==> src/rtl/led_breather_if.sv <==
// led_breather_if: LED-drive interface bundling the enable level, the PWM
// outputs and the busy flag. The controller (master) drives enable and
// observes led/busy; the breather (slave) drives led/busy.
interface led_breather_if #(
  parameter int CHANNELS = 8
);
  logic                enable;
  logic [CHANNELS-1:0] led;
  logic                busy;

  modport master (output enable, input led, input busy);
  modport slave  (input enable, output led, output busy);
endinterface

==> src/rtl/led_breather.sv <==
// led_breather: per-channel PWM "breathing" LED driver. A triangle-wave
// brightness is derived from a shared phase counter P, with each channel
// offset by PHASE_STEP. A ceiling C ramps up on enable (soft start) and
// ramps back down on disable (soft drain). Duties are latched once per
// PWM period so each period uses one stable duty.
// Optional feature macro: LED_BREATHER_GAMMA_EN (square-law gamma on the
// latched duty).
module led_breather #(
  parameter int CHANNELS   = 8,
  parameter int PWM_BITS   = 8,
  parameter int STEP_DIV   = 50000,
  parameter int PHASE_STEP = 64
) (
  input  logic             clk,
  input  logic             rst_n,
  led_breather_if.slave    bus
);

  localparam int PW    = PWM_BITS + 1;
  localparam int DIV_W = $clog2(STEP_DIV);

  localparam logic [PWM_BITS-1:0] DUTY_MAX = '1;
  localparam logic [DIV_W-1:0]    DIV_LAST = DIV_W'(STEP_DIV - 1);

  typedef enum logic [1:0] {
    ST_OFF,
    ST_RUN,
    ST_DRAIN
  } state_t;

  state_t               state_q, state_d;
  logic [DIV_W-1:0]     presc_q, presc_d;
  logic [PWM_BITS-1:0]  pwm_cnt_q, pwm_cnt_d;
  logic [PW-1:0]        p_q, p_d;
  logic [PWM_BITS-1:0]  c_q, c_d;
  logic [PWM_BITS-1:0]  duty_q [CHANNELS];
  logic [PWM_BITS-1:0]  duty_d [CHANNELS];
  logic [CHANNELS-1:0]  led_q, led_d;
  logic                 busy_q, busy_d;

  logic                 step;
  logic                 latch;
  logic [PW-1:0]        phase_x [CHANNELS];
  logic [PWM_BITS-1:0]  raw     [CHANNELS];
  logic [PWM_BITS-1:0]  eff     [CHANNELS];
  logic [PWM_BITS-1:0]  shaped  [CHANNELS];
`ifdef LED_BREATHER_GAMMA_EN
  logic [2*PWM_BITS-1:0] sq     [CHANNELS];
`endif

  assign step  = (presc_q == DIV_LAST);
  assign latch = (pwm_cnt_q == DUTY_MAX);

  // Free-running step prescaler and PWM counter, both unaffected by state.
  always_comb begin
    presc_d   = step ? '0 : presc_q + 1'b1;
    pwm_cnt_d = pwm_cnt_q + 1'b1;
  end

  // Per-channel triangle fold of the phased counter, clipped by the ceiling.
  always_comb begin
    for (int i = 0; i < CHANNELS; i++) begin
      phase_x[i] = p_q + PW'(i * PHASE_STEP);
      raw[i]     = phase_x[i][PW-1] ? ~phase_x[i][PWM_BITS-1:0]
                                    :  phase_x[i][PWM_BITS-1:0];
      eff[i]     = (raw[i] < c_q) ? raw[i] : c_q;
`ifdef LED_BREATHER_GAMMA_EN
      sq[i]      = (2*PWM_BITS)'(eff[i]) * (2*PWM_BITS)'(eff[i]);
      shaped[i]  = PWM_BITS'(sq[i] >> PWM_BITS);
`else
      shaped[i]  = eff[i];
`endif
    end
  end

  // Duty latch at the end of each PWM period, and the registered compare.
  always_comb begin
    for (int i = 0; i < CHANNELS; i++) begin
      duty_d[i] = latch ? shaped[i] : duty_q[i];
      led_d[i]  = (pwm_cnt_q < duty_q[i]);
    end
  end

  // Breathing FSM: phase advance and ceiling ramp/drain on each step.
  always_comb begin
    state_d = state_q;
    p_d     = p_q;
    c_d     = c_q;
    case (state_q)
      ST_OFF: begin
        p_d = '0;
        c_d = '0;
        if (bus.enable) state_d = ST_RUN;
      end
      ST_RUN: begin
        if (step) begin
          p_d = p_q + 1'b1;
          if (c_q != DUTY_MAX) c_d = c_q + 1'b1;
        end
        if (!bus.enable) state_d = ST_DRAIN;
      end
      ST_DRAIN: begin
        if (c_q == '0) begin
          if (bus.enable) begin
            state_d = ST_RUN;
          end else begin
            state_d = ST_OFF;
            p_d     = '0;
          end
        end else begin
          if (step) begin
            p_d = p_q + 1'b1;
            c_d = c_q - 1'b1;
          end
          if (bus.enable) state_d = ST_RUN;
        end
      end
      default: begin
        state_d = ST_OFF;
        p_d     = '0;
        c_d     = '0;
      end
    endcase
    busy_d = (state_d != ST_OFF);
  end

  // State and datapath registers with synchronous active-low reset.
  always_ff @(posedge clk) begin
    if (!rst_n) begin
      state_q   <= ST_OFF;
      presc_q   <= '0;
      pwm_cnt_q <= '0;
      p_q       <= '0;
      c_q       <= '0;
      led_q     <= '0;
      busy_q    <= 1'b0;
      for (int i = 0; i < CHANNELS; i++) duty_q[i] <= '0;
    end else begin
      state_q   <= state_d;
      presc_q   <= presc_d;
      pwm_cnt_q <= pwm_cnt_d;
      p_q       <= p_d;
      c_q       <= c_d;
      led_q     <= led_d;
      busy_q    <= busy_d;
      for (int i = 0; i < CHANNELS; i++) duty_q[i] <= duty_d[i];
    end
  end

  assign bus.led  = led_q;
  assign bus.busy = busy_q;

endmodule

==> src/flat_wrapper.sv <==
// flat-port wrapper written by rule: the top's interface ports become plain ports
module led_breather_flat 
#(
  parameter int CHANNELS   = 8,
  parameter int PWM_BITS   = 8,
  parameter int STEP_DIV   = 50000,
  parameter int PHASE_STEP = 64
)
  (clk, rst_n, bus_enable, bus_led, bus_busy);
  led_breather_if #(.CHANNELS(CHANNELS)) bus_i ();
  input  logic clk;
  input  logic rst_n;
  input wire logic [$bits(bus_i.enable)-1:0] bus_enable;
  output wire logic [$bits(bus_i.led)-1:0] bus_led;
  output wire logic [$bits(bus_i.busy)-1:0] bus_busy;
  assign bus_i.enable = bus_enable;
  assign bus_led = bus_i.led;
  assign bus_busy = bus_i.busy;
  led_breather #(.CHANNELS(CHANNELS), .PWM_BITS(PWM_BITS), .STEP_DIV(STEP_DIV), .PHASE_STEP(PHASE_STEP)) u_core (.clk(clk), .rst_n(rst_n), .bus(bus_i));
endmodule
==> config.mk <==
export PLATFORM = sky130hd
export DESIGN_NAME = led_breather_flat
export DESIGN_NICKNAME = d
export VERILOG_FILES = /design/src/rtl/led_breather_if.sv /design/src/rtl/led_breather.sv /design/src/flat_wrapper.sv
export SDC_FILE = /design/constraint.sdc
export NUM_CORES = 1
export LEC_CHECK = 0
export ABC_AREA = 1
export ABC_CLOCK_PERIOD_IN_PS = 5700
export CAP_MARGIN = 20
export CORE_MARGIN = 8
export CORE_UTILIZATION = 53
export DETAILED_ROUTE_END_ITERATION = 16
export GPL_TIMING_DRIVEN = 0
export PLACE_DENSITY = 0.69
export REMOVE_ABC_BUFFERS = 1
export SYNTH_ARGS = -nofsm -noshare
export SYNTH_HDL_FRONTEND = slang
export SYNTH_SLANG_ARGS = --single-unit
==> constraint.sdc <==
create_clock -name clk -period 5.7 [get_ports clk]
set_input_delay 0.855 -clock clk [delete_from_list [all_inputs] [get_ports clk]]
set_output_delay 0.855 -clock clk [all_outputs]
set_load 0.02 [all_outputs]
## Yosys cells after proc, flatten, opt, wreduce, memory -nomap -nowiden

Memory sizes are Yosys's and may differ from the RTL's.
Index checks and enable logic that the tools add are counted.

| storage, ports and cells | value |
|---|---|
| register bits | 52 |
| RAM bits | 64 |
| bits of input ports | 3 |
| output and inout bits | 9 |
| word-level logic and storage cells | 116 |
| memories | 1 |

Memories:

| name | words | width | rd ports | clocked after memory_dff | wr ports | line | RTL |
|---|---|---|---|---|---|---|---|
| u_core.duty_q | 8 | 8 | 8 | 0 | 8 | led_breather.sv:36 | `logic [PWM_BITS-1:0] duty_q [CHANNELS];` |

| operators by class | value |
|---|---|
| add/subtract/negate cells | 12 |
| $lt $le $gt $ge | 16 |
| equality and inequality tests | 10 |
| multiplexer cells | 48 |
| bitwise operators | 17 |
| reduce and logical (&&, ||, !) cells | 5 |

Operators by type and width:

| operator | count |
|---|---|
| $mux 8 | 36 |
| $lt 8x8->1 | 16 |
| $not 8->8 | 8 |
| $add 9x9->9 const B | 4 |
| $mux 9 | 3 |
| $add 9x8->9 const B | 2 |
| $pmux 9 s2 | 1 |
| $add 16x1->16 const B | 1 |
| $add 8x1->8 const B | 2 |
| $eq 16x16->1 const B | 1 |
| $pmux 8 s2 | 1 |
| $add 9x1->9 const B | 1 |
| $add 9x7->9 const B | 1 |
| $eq 8x8->1 const B | 1 |
| $logic_not 8->1 | 1 |
| $ne 8x8->1 const B | 1 |
| $or 1x1->1 | 8 |
| $sub 8x1->8 const B | 1 |
| $mux 2 | 3 |
| $ne 2x1->1 const B | 3 |
| $pmux 2 s3 | 1 |
| $reduce_and 4->1 | 1 |
| $mux 1 | 3 |
| $ne 3x3->1 const B | 1 |
| other kinds (7) | 7 |

## Logic depth before layout (Yosys ltp)

| depth | value |
|---|---|
| word-level depth | 7 |
| gate-level depth with buffers | 18 |
| mapped depth without buffers | 18 |

## Least setup slack after synthesis

OpenSTA, ideal clock, no wires.

| timing | value |
|---|---|
| path kind | register to register |
| start | register u_core.p_q[7] |
| end | memory u_core.duty_q[7][2], in the netlist u_core.duty_q[3][10] |
| library setup time | 109 ps |
| arrival | 2568 ps |
| data required time | 5591 ps |
| path slack | 3023 ps |
| cell stages (with the launch flop) | 17 |
| path buffers | 0 |
| period minus slack after synthesis | 2677 ps |
| cell sequence | dfxtp_1 > inv_2 > ha_1 > inv_1 > nand2_1 > nand2_2 > xor2_1 > inv_1 > ha_1 > a21oi_1 > nor2_1 > a211oi_2 > nand2_2 > nand2_1 > nand3_1 > nand2_1 > inv_1 |

RTL lines:

| what | line | RTL |
|---|---|---|
| start, declared | led_breather.sv:34 | `logic [PW-1:0] p_q, p_d;` |
| start signal, assigned | led_breather.sv:142 | `p_q <= p_d;` |
| end, declared | led_breather.sv:36 |  |

==> results.ini <==
[cells_and_area]
multi_input_area_sq_mm = 0.005769
area_growth_pct = 8.101
nNetsFinal = 1460
seqCellArea_sq_mm = 0.002322
finalInstanceArea_sq_mm = 0.009985
antenna_cells = 0
nFillCells = 1679
drive_gt1_share_pct = 8.048

[routing]
drt_iter0_markers = 590
route.detailed.drc = 0
ant_nets = 0
drt_wl_total_mm = 23.14
drtPass1Iterations = 5
viasPerCell = 5.352
vias = 8387
wl_per_cell_um = 14.77

[power]
power.share.switching_pct = 26.28
internal_power_mw = 1.559
power.share.clock_pct = 50.9
p_sw_mw = 0.5557
power_density_mw_per_mm2 = 211.8
leakage_nw = 4.393
seq_power_share_pct = 40.2
max-vdd-ir-drop_uv = 213.6
p_comb_share_pct = 8.9

[worst_hold_path]
hold_depth = 1
min_path_type = flop to flop
hold_start = u_core.presc_q[0]
hold_end = u_core.presc_q[0]

[critical_path]
crit_type = flop to flop
cp_slowest_cell = dfxtp_1
start_kind = flop
crit_required_ns = 6.03
endpoint_kind = flop
cpPeakStageDelay_ns = 0.80
reg2reg_slack_ns = 2.17
cp_max_fo = 18
path_common_cell = nor2_1
reg2reg_from = u_core.p_q[8]
worstRegToRegCells = 12
crit_chain = inv_4, nand2_2, nand2_4, xor2_1, inv_2, ha_1, a21oi_1, nor2_1, a211oi_2, a21oi_1, nor2_1, nor2_1
r2r-end = u_core.duty_q[3][2]
cp.arrival_ns = 3.86

[floorplanning]
core_sq_mm = 0.01718
rows = 48
pin_count = 12
die_y_um = 148.0
die-width_um = 148.0
initial_core_util_pct = 53.77
fp.dieArea_sq_mm = 0.02191

[placement]
io_buffers = 11
dp_hpwl_mm = 16.05
place_congestion = 0.9308
dpl-instance-area_sq_mm = 0.009393

[timing]
min_period_ns = 3.529
fmax_mhz = 283.4
worst_pin_slew_ns = 0.9647
setup_violations = 0
finalHoldViolCount = 0
setup_tns_ns = 0
rsz0062_at_grt = no
clock_skew_ns = 0.004679
maxSlewViolCount = 0
fin_crit_sh_pct = 61.91
relSlewSlack_pct = 35.57

[clocking]
cts_resized = 0
postCtsHoldBufs = 0
htree_levels = 4
post_cts_buffers = 0
numCtsBuffers = 17
cts_sinks = 116
insertion_delay_ns = 0.43
clk_path_buf_depth = 2
clkSlewWorstSetupHoldPaths_ns = 0.06
cts_tree = yes
cts_root_buf = clkbuf_16

[yosys]
synth-main-ff-cell = dfxtp_1
synth_cell_types = 48
synth.top_cells.by_area = dfxtp_1 (25%), ha_1 (17%), nand2_1 (11%)
syn_area_sq_mm = 0.009236
yosysSeqAreaShare_pct = 25.14
synth_edf_count = 0
synth.avg_cell_area_sq_um = 6.898
synth_top_area_share_pct = 25.14
yosys_warnings = 0
synth-seq-cells = 116
synth_area_leader_cell = dfxtp_1
synth-async-reset-ratio_pct = 0
syn-instance-count = 1339

[grt]
grt_max_degree = 51
grt_remaining_overflow = 0
grt_first_pass_wirelength_mm = 39.06
antenna_found_initial = 0
grt_pass1_vias = 7802
grt_usage_pct = 22.09

[flow_run]
max_cap_violations = 0

[outcome]
status = complete, no violations

synthesized netlist by cell type, types with 3 or more instances:
cell,count
buf_2,11
a21oi_1,128
o21bai_1,3
a31oi_1,6
nand2_4,4
inv_1,204
a211oi_2,7
and2_1,3
nor2_2,6
nand4_1,18
o22ai_1,3
nand3_2,3
nor3_4,3
clkinv_1,4
dfxtp_1,116
buf_6,10
clkbuf_1,9
nor2_1,76
o21ai_0,43
ha_1,127
xor2_1,27
nor3_1,15
buf_1,3
o21a_1,3
a211oi_1,3
xnor2_1,3
nand2_1,273
buf_4,11
inv_2,14
nand3_1,150
nor4_1,3
o21ai_1,5
a211o_1,5
nand2_2,22
sequential cells by signal (all words and copies together) (netlist names):
register          cells
u_core.bus.led        8
u_core.presc_q       16
u_core.duty_q        64
u_core.bus.busy       1
u_core.state_q        2
u_core.p_q            9
u_core.c_q            8
u_core.pwm_cnt_q      8
cell type report:
class,count,share of cell area [%]
Inverter,225,8.559
Clock buffer,20,4.574
Timing Repair Buffer,15,1.704
Multi-Input combinational cell,954,57.78
Tap cell,225,2.820
Clock inverter,12,1.303
Sequential cell,116,23.26
power groups by stage:
stage | Sequential (mW) | Clock [mW] | Combinational, mW
final | 0.850 | 1.08 | 0.188
after global placement | 0.867 | 0 | 0.181
after floorplan | 0.863 | 0 | 0.126
after detailed placement | 0.868 | 0 | 0.187
after global routing | 0.852 | 1.13 | 0.215
after CTS | 0.850 | 1.09 | 0.188
cells by family (layout without fill, tap and decap cells):
group           count (synthesis)  after routing  synth area share (%)
flops                         116            116                 25.14
fa+ha+maj                     128            128                 17.42
buf+inv                       269            272                 12.45
simple gates                  587            587                 29.49
xor+xnor                       30             30                 2.845
compound gates                209            209                 12.65
stage by stage:
stage / instances / setup slack, ns / utilization, % / total power [mW] / hold WS (ns)
after global routing: 1567 / 1.901 / 58.13 / 2.194 / 0.4809
after floorplan: 1295 / 1.946 / - / 0.9899 / 0.4179
after detailed placement: 1534 / 1.966 / 54.68 / 1.054 / 0.4434
after CTS: 1566 / 1.946 / 58.10 / 2.128 / 0.4550
final: 1567 / 2.171 / 58.13 / 2.115 / 0.4472
after global placement: 1531 / 0.2557 / 54.33 / 1.048 / 0.4327
worst max-delay path, delay by kind of cell (launching register included):
kind / cells / cell delay (ns)
fa+ha+maj: 1 / 0.31
simple gates: 5 / 0.59
xor+xnor: 1 / 0.31
compound gates: 3 / 1.09
flops: 1 / 0.80
buf+inv: 2 / 0.31
worst max-delay path by stage:
stage	depth (start not counted)	slack [ns]	endpoint	start
detailed placement	13	1.97	u_core.duty_q[1][6]	u_core.p_q[8]
CTS	13	1.95	u_core.duty_q[1][6]	u_core.p_q[8]
floorplan	11	1.95	u_core.duty_q[0][10]	u_core.pwm_cnt_q[1]
finish	12	2.17	u_core.duty_q[3][2]	u_core.p_q[8]
global route	14	1.90	u_core.duty_q[3][7]	u_core.p_q[8]
global placement	11	0.26	u_core.duty_q[2][10]	u_core.pwm_cnt_q[1]
metal layers:
layer	up-vias	GRT usage [%]	share of wire (%)	wire [um]
met5	-	0	0	0
met4	0	8.006	2.6	609
met3	49	3.974	5.5	1265
met2	194	35.32	45	10450
met1	3785	29.14	47	10810
li1	4359	-	-	-
placed cells by master (no fill, tap or decap), types with 6 or more instances in the layout:
master / netlist / routed
clkbuf_16: 0 / 17
inv_2: 14 / 14
nand2_1: 273 / 273
nand2_2: 22 / 22
a211oi_2: 7 / 7
a31oi_1: 6 / 6
nand3_1: 150 / 150
nand4_1: 18 / 18
inv_1: 204 / 204
clkdlybuf4s50_1: 0 / 11
a21oi_1: 128 / 128
o21ai_0: 43 / 43
nor3_1: 15 / 15
ha_1: 127 / 127
xor2_1: 27 / 27
nor2_1: 76 / 76
dfxtp_1: 116 / 116
Power figures use the tool's default switching activity.
